<file path="config.mk">
export PLATFORM = sky130hd
export DESIGN_NAME = seq_player
export DESIGN_NICKNAME = d
export VERILOG_FILES = /design/src/rtl/seq_player.sv
export SDC_FILE = /design/constraint.sdc
export NUM_CORES = 1
export LEC_CHECK = 0
export CAP_MARGIN = 30
export CORE_ASPECT_RATIO = 0.6
export CORE_MARGIN = 5
export CORE_UTILIZATION = 40
export DETAILED_ROUTE_END_ITERATION = 16
export PLACE_DENSITY = 0.61
export SLEW_MARGIN = 20
export SYNTH_ARGS = -nofsm -noshare
export SYNTH_HDL_FRONTEND = slang
export SYNTH_SLANG_ARGS = --single-unit
</file>
<file path="constraint.sdc">
create_clock -name CLK -period 7.8 [get_ports CLK]
set_clock_uncertainty 0.15 [all_clocks]
set_input_delay 2.34 -clock CLK [delete_from_list [all_inputs] [get_ports CLK]]
set_output_delay 2.34 -clock CLK [all_outputs]
set_load 0.02 [all_outputs]
</file>
<file path="src/rtl/seq_player.sv">
// seq_player: records a short sequence of colours and plays it back.
// In playback, each step is lit for ON_CYCLES cycles and then dark for
// GAP_CYCLES cycles.
//
// Parameters
//   DEPTH       maximum number of stored steps (power of two, 2..64)
//   ON_CYCLES   number of cycles each step is lit (>= 1)
//   GAP_CYCLES  number of dark, silent cycles after each step (>= 1)
//
// Ports
//   CLK, RST     clock and synchronous active-high reset
//   clear        empty the stored sequence (IDLE only)
//   append       store color_in at index len (IDLE only, ignored when full)
//   color_in     colour to append: 0=red 1=green 2=blue 3=yellow
//   start        play steps 0..len-1 (IDLE only; lowest priority)
//   rd_idx       index for the check read
//   rd_color     combinational read of the stored colour at rd_idx
//   len, full    number of stored steps; full when len == DEPTH
//   busy         high while playback runs (ON or GAP)
//   done         one-cycle pulse on the first IDLE cycle after playback
//   color_valid  a step is lit; color_out is its colour (0 otherwise)
//   note         tone select: colour+1 while lit, 0 when silent
module seq_player #(
    parameter int DEPTH      = 32,
    parameter int ON_CYCLES  = 50_000_000,
    parameter int GAP_CYCLES = 25_000_000
) (
    input  logic                       CLK,
    input  logic                       RST,
    input  logic                       clear,
    input  logic                       append,
    input  logic [1:0]                 color_in,
    input  logic                       start,
    input  logic [$clog2(DEPTH)-1:0]   rd_idx,
    output logic [1:0]                 rd_color,
    output logic [$clog2(DEPTH):0]     len,
    output logic                       full,
    output logic                       busy,
    output logic                       done,
    output logic                       color_valid,
    output logic [1:0]                 color_out,
    output logic [2:0]                 note
);

    localparam int IW   = $clog2(DEPTH);
    localparam int LW   = IW + 1;
    localparam int MAXC = (ON_CYCLES > GAP_CYCLES) ? ON_CYCLES : GAP_CYCLES;
    localparam int TW   = $clog2(MAXC + 1);
    localparam logic [TW-1:0] ON_LAST  = TW'(ON_CYCLES - 1);
    localparam logic [TW-1:0] GAP_LAST = TW'(GAP_CYCLES - 1);

    typedef enum logic [1:0] {IDLE, ON, GAP} state_t;

    state_t          state, state_nxt;
    logic [1:0]      mem [DEPTH];
    logic [TW-1:0]   timer;
    logic [IW-1:0]   idx;
    logic [LW-1:0]   play_len;
    logic [LW-1:0]   idx_plus1;

    logic idle, do_clear, do_append, do_start, start_play, start_empty;
    logic last_step;

    // Command decode: only honoured in IDLE, priority clear > append > start.
    assign idle        = (state == IDLE);
    assign do_clear    = idle && clear;
    assign do_append   = idle && !clear && append && !full;
    assign do_start    = idle && !clear && !append && start;
    assign start_play  = do_start && (len != '0);
    assign start_empty = do_start && (len == '0);

    assign idx_plus1   = LW'(idx) + LW'(1);
    assign last_step   = !(idx_plus1 < play_len);

    assign full        = (len == LW'(DEPTH));
    assign rd_color    = mem[rd_idx];

    // State register
    always_ff @(posedge CLK) begin
        if (RST) state <= IDLE;
        else     state <= state_nxt;
    end

    // Next-state logic
    always_comb begin
        state_nxt = state;
        case (state)
            IDLE: if (start_play) state_nxt = ON;
            ON:   if (timer == ON_LAST) state_nxt = GAP;
            GAP:  if (timer == GAP_LAST) state_nxt = last_step ? IDLE : ON;
            default: state_nxt = IDLE;
        endcase
    end

    // Outputs
    always_comb begin
        busy        = 1'b0;
        color_valid = 1'b0;
        color_out   = 2'd0;
        note        = 3'd0;
        case (state)
            ON: begin
                busy        = 1'b1;
                color_valid = 1'b1;
                color_out   = mem[idx];
                note        = {1'b0, mem[idx]} + 3'd1;
            end
            GAP:     busy = 1'b1;
            default: ;
        endcase
    end

    // Datapath: timer, step index, length and done pulse
    always_ff @(posedge CLK) begin
        if (RST) begin
            timer    <= '0;
            idx      <= '0;
            play_len <= '0;
            len      <= '0;
            done     <= 1'b0;
        end else begin
            done <= start_empty || (state == GAP && state_nxt == IDLE);

            // Timer restarts on every state change, so it never wraps.
            if (idle || state != state_nxt) timer <= '0;
            else                            timer <= timer + TW'(1);

            if (start_play) begin
                idx      <= '0;
                play_len <= len;
            end else if (state == GAP && state_nxt == ON) begin
                idx <= idx + IW'(1);
            end

            if (do_clear)       len <= '0;
            else if (do_append) len <= len + LW'(1);
        end
    end

    // Sequence storage; contents after clear or reset are don't-care.
    always_ff @(posedge CLK) begin
        if (!RST && do_append) mem[len[IW-1:0]] <= color_in;
    end

endmodule

</file>
Yosys cells after proc, flatten, opt, wreduce, memory -nomap -nowiden
Memories as Yosys holds them, arrays and structs flattened. A register that Yosys moved wholly into a read port is not among the register bits.
Cells that the tools add are included.
- add/sub/neg operators: 5
- multipliers: 0
- div/mod/pow operators: 0
- order comparisons: 1
- equal/unequal tests: 7
- shift-type cells: 0
- multiplexer cells: 13
- bitwise operators: 0
- reductions and logical operators: 25
- operator list (cell ; count):
    $add 26x1->26 const B ; 1
    $eq 26x25->1 const B ; 1
    $eq 26x26->1 const B ; 1
    $logic_and 1x1->1 ; 11
    $mux 5 ; 2
    $mux 2 ; 4
    $reduce_or 2->1 ; 4
    $add 5x1->6 const B ; 1
    $add 6x1->6 const B ; 1
    $eq 6x6->1 const B ; 1
    $logic_not 6->1 ; 1
    $lt 6x6->1 ; 1
    $pmux 2 s3 ; 1
    $reduce_bool 6->1 ; 1
    $add 5x1->5 const B ; 1
    $mux 1 ; 5
    $eq 2x1->1 const B ; 2
    $logic_not 1->1 ; 4
    $logic_not 2->1 ; 2
    $add 2x1->3 const B ; 1
    $mux 3 ; 1
    $eq 2x2->1 const B ; 1
    $logic_or 1x1->1 ; 2
    $ne 2x2->1 ; 1
- bits in registers: 46
- latch bits: 0
- RAM bits: 64
- memory bits (read-only): 0
- bits of input ports: 12
- output and inout port bits: 17
- logic and storage cells: 58
- memories kept: 1
- memory list (memory ; depth ; bits a word ; rd ports ; clocked after Yosys merged registers in ; write ports ; line ; text):
    mem ; 32 ; 2 ; 2 ; 1 ; 1 ; 55 ; logic [1:0] mem [DEPTH];

Logic depth before layout (Yosys ltp)
- depth after elaboration: 11
- mapped depth: 11
- depth with buffers taken out: 9

Least setup slack after synthesis
OpenSTA, ideal clock, no wires.
- path type: input to output
- start point: input port rd_idx[0]
- end point: output port rd_color[0]
- arrival time: 4.599 ns
- data required time: 5.310 ns
- path slack: 0.711 ns
- cell stages on the path: 5
- buffers on the path: 2
- path through: clkbuf_1 -> buf_1 -> mux4_2 -> mux4_2 -> mux2_2
- longest elaborated chain between the ends: 1
- RTL lines (item ; line ; text):
    from (decl) ; 34 ; input logic [$clog2(DEPTH)-1:0] rd_idx,
    $mem_v2 32x2 ; - ;
    to (decl) ; 35 ; output logic [1:0] rd_color,
No other way between the ends.

Worst setup path in the final report
- start point: input port rd_idx[0]
- end point: output port rd_color[1]
The elaborated chain is that of the path after synthesis.

==> impl_metrics.ini <==
[sta]
finalHoldViolations = 0
worst_pin_slew_ns = 0.846
slew_headroom_pct = 42.8
fmax_mhz = 136
tns_ns = 0
finalCritPeriodShare_pct = 94.1
finalSetupViolations = 0
fin_crit_ns = 7.34
slew_viol_final = 0
rsz0062_at_grt = no

[critical_path]
endpoint_kind = output port
cpMaxStageDelayCell = clkdlybuf4s50_1
cp_cell_sequence = clkdlybuf4s50_1, buf_12, mux4_2, mux4_2, mux2_2, clkdlybuf4s50_1
crit_type = primary input to output port
start_kind = primary input
worstPathArrival_ns = 4.85
required_ns = 5.31
critPathMaxStageDelay_ns = 0.54
path_max_fanout = 16

[global_routing]
grt_max_degree = 27
grt_pass1_vias = 4373
met2_usage_pct = 22.4
grt.busiest_layer = met1
grt_usage_pct = 17.9
globalRoute.totalOverflow = 0
met1_usage_pct = 27.8
grt_pass1_wl_um = 24800
antenna_found_initial = 0
use_met3_pct = 6.73

[drt]
antenna_left = 0
routed_wl_um = 15400
avgRoutedWirePerCell_um = 20.3
first_pass_iters = 5
via_per_inst = 5.92
drtIter0Drc = 523
post-route-drc-count = 0
vias = 4502

[cts]
clk_path_buf_depth = 2
path_clk_slew_ns = 0.06
hold_buffers = 0
post_cts_resized = 0
clk_latency_ns = 0.41
clock-sinks = 115
htreeDepth = 4
cts-buffers-inserted = 17
tritoncts = built
cts_setup_buffers = 0
ctsRootBufferMaster = clkbuf_16

[layout]
layout-drive-gt1-share_pct = 20.4
final_cells = 761
syn_to_final_growth_pct = 17.2
finalNetCount = 573
antenna_cells = 0
final.fill_count = 1383

[power]
p_per_area_mw_per_mm2 = 200
leakagePower_uw = 0.00236
total_power_uw = 1440
peakVddDrop_uv = 129

[floorplanning]
die_area_mm2 = 0.0181
rows = 35
die_w_um = 170
io-pin-count = 29
start_util_pct = 40.4
fp.dieH_um = 106
fp.coreArea_mm2 = 0.0152

[outcome]
status = finished, final reports clean

[run]
drv_cap = 0

[placed_design]
gp_congestion = 0.860
portBuffers = 28
place_inst = 727
hpwl_um = 10700

[yosys]
ys_seq_area_share_pct = 47.8
syn_area_mm2 = 0.00616
synth.distinct_cells = 57
synth.avg_cell_area_um2 = 11.9
syn_inst = 518
ys_seq_elements = 115
syn-num-nets = 546
yosys_warnings = 0

[hold_path]
hp-class = register to register
worst max-delay path, delay by kind of cell:
family / cells / cell delay, ns
mux: 3 / 1.27
buf+inv: 3 / 1.23
cell usage in the layout (no fill, tap or decap), types with 4 or more instances in the layout:
master and n:
a21oi_1 9, buf_4 5, xor2_1 20, nor3_1 7, nor4_2 20, and3_1 5, dfxtp_1 50, inv_6 6
nand3_1 17, xnor2_1 11, or3_1 6, clkbuf_16 17, nand3b_1 5, clkinvlp_4 4, mux2i_1 4, and2_1 11
o21ai_0 4, nor4bb_1 4, nand4_1 8, nor2_1 56, clkdlybuf4s50_1 28, mux4_2 40, a41oi_1 4, edfxtp_1 64
nand2_1 57, inv_1 14, ha_1 16, nor4_1 14
final cells by class:
class	instances	area, µm²	share of cell area, %
repair buffers	38	397	5.50
inverters	15	56.3	0.780
flip-flops and latches	115	2940	40.8
clock inverters	13	123	1.70
clock buffers	19	433	6.00
multi-input cells	358	3010	41.7
well taps	203	254	3.52
through the flow:
step | cell area, µm² | setup slack [ns] | utilization, % | hold slack [ns]
5_1_grt | 7220 | 0.396 | 47.4 | 0.339
2_1_floorplan | 6160 | 0.711 | - | 0.286
4_1_cts | 7180 | 0.451 | 47.1 | 0.319
3_5_place_dp | 6630 | 0.450 | 43.5 | 0.311
3_3_place_gp | 6600 | 0.474 | 43.3 | 0.299
6_report | 7220 | 0.461 | 47.4 | 0.317
kinds of logic after synthesis:
kind of cell,after synthesis,share of synthesized area [%]
DFF,115,47.8
and+or+nand+nor,231,21.5
xor gates and xnor gates,31,4.41
AOI/OAI and AO/OA,33,3.92
adders and majority gates,16,3.25
buffers and inverters,45,3.35
muxes,47,15.8
per-layer routing:
metal / routed length, µm / part of all wire (%)
met5: 0 / 0
met4: 126 / 0.82
met3: 1700 / 11
met2: 5970 / 39
met1: 7630 / 49
where the power goes:
group	internal, µW	leakage (µW)	switching [µW]
Sequential	640	0.000987	0.939
Combinational	26.2	0.00111	27.5
Clock	442	0.000262	306
Yosys cell counts (all sizes together):
library cell,instances,share of area [%]
o31ai,1,0.12
o211ai,1,0.12
o21ai,5,0.41
nand4,8,0.81
a41oi,4,0.57
nor4bb,4,0.65
a21oi,10,1.0
nor4,34,5.5
a311o,3,0.49
nor2,56,3.4
a22oi,1,0.12
nand4b,1,0.14
inv,15,0.91
ha,16,3.3
nor3b,1,0.12
mux2,3,0.55
edfxtp,64,31
or3b,2,0.28
nand2b,2,0.20
nand3,17,1.4
and2,11,1.1
mux2i,4,0.65
xnor2,11,1.6
buf,13,1.4
nand3b,5,0.61
or3,6,0.61
or4bb,1,0.18
mux4,40,15
a31oi,2,0.30
a221oi,1,0.14
xor2,20,2.8
dfxtp,51,17
a211oi,2,0.24
clkbuf,17,1.1
and4,4,0.61
nor3,7,0.57
or4b,3,0.49
a21o,1,0.12
or2,2,0.20
a2111oi,1,0.14
or4,2,0.30
nand2,57,3.5
and3,5,0.51
o31a,1,0.14
nor2b,3,0.30
worst paths after layout:
kind | from | endpoint | slack (ns) | cells after the start
worst max-delay path | rd_idx[0] | rd_color[1] | 0.46 | 6
worst min-delay path | play_len[2] | play_len[2] | 0.32 | 2
worst max register to register | state[0] | done | 4.31 | 10
worst min register to register | play_len[2] | play_len[2] | 0.32 | 2
sequential cells by signal, indices dropped and copies added, names as in the netlist, named ones only:
signal	cells
mem	64
timer	26
len	6
play_len	6
idx	5
state	2
done	1
Power figures use the tool's default switching activity.
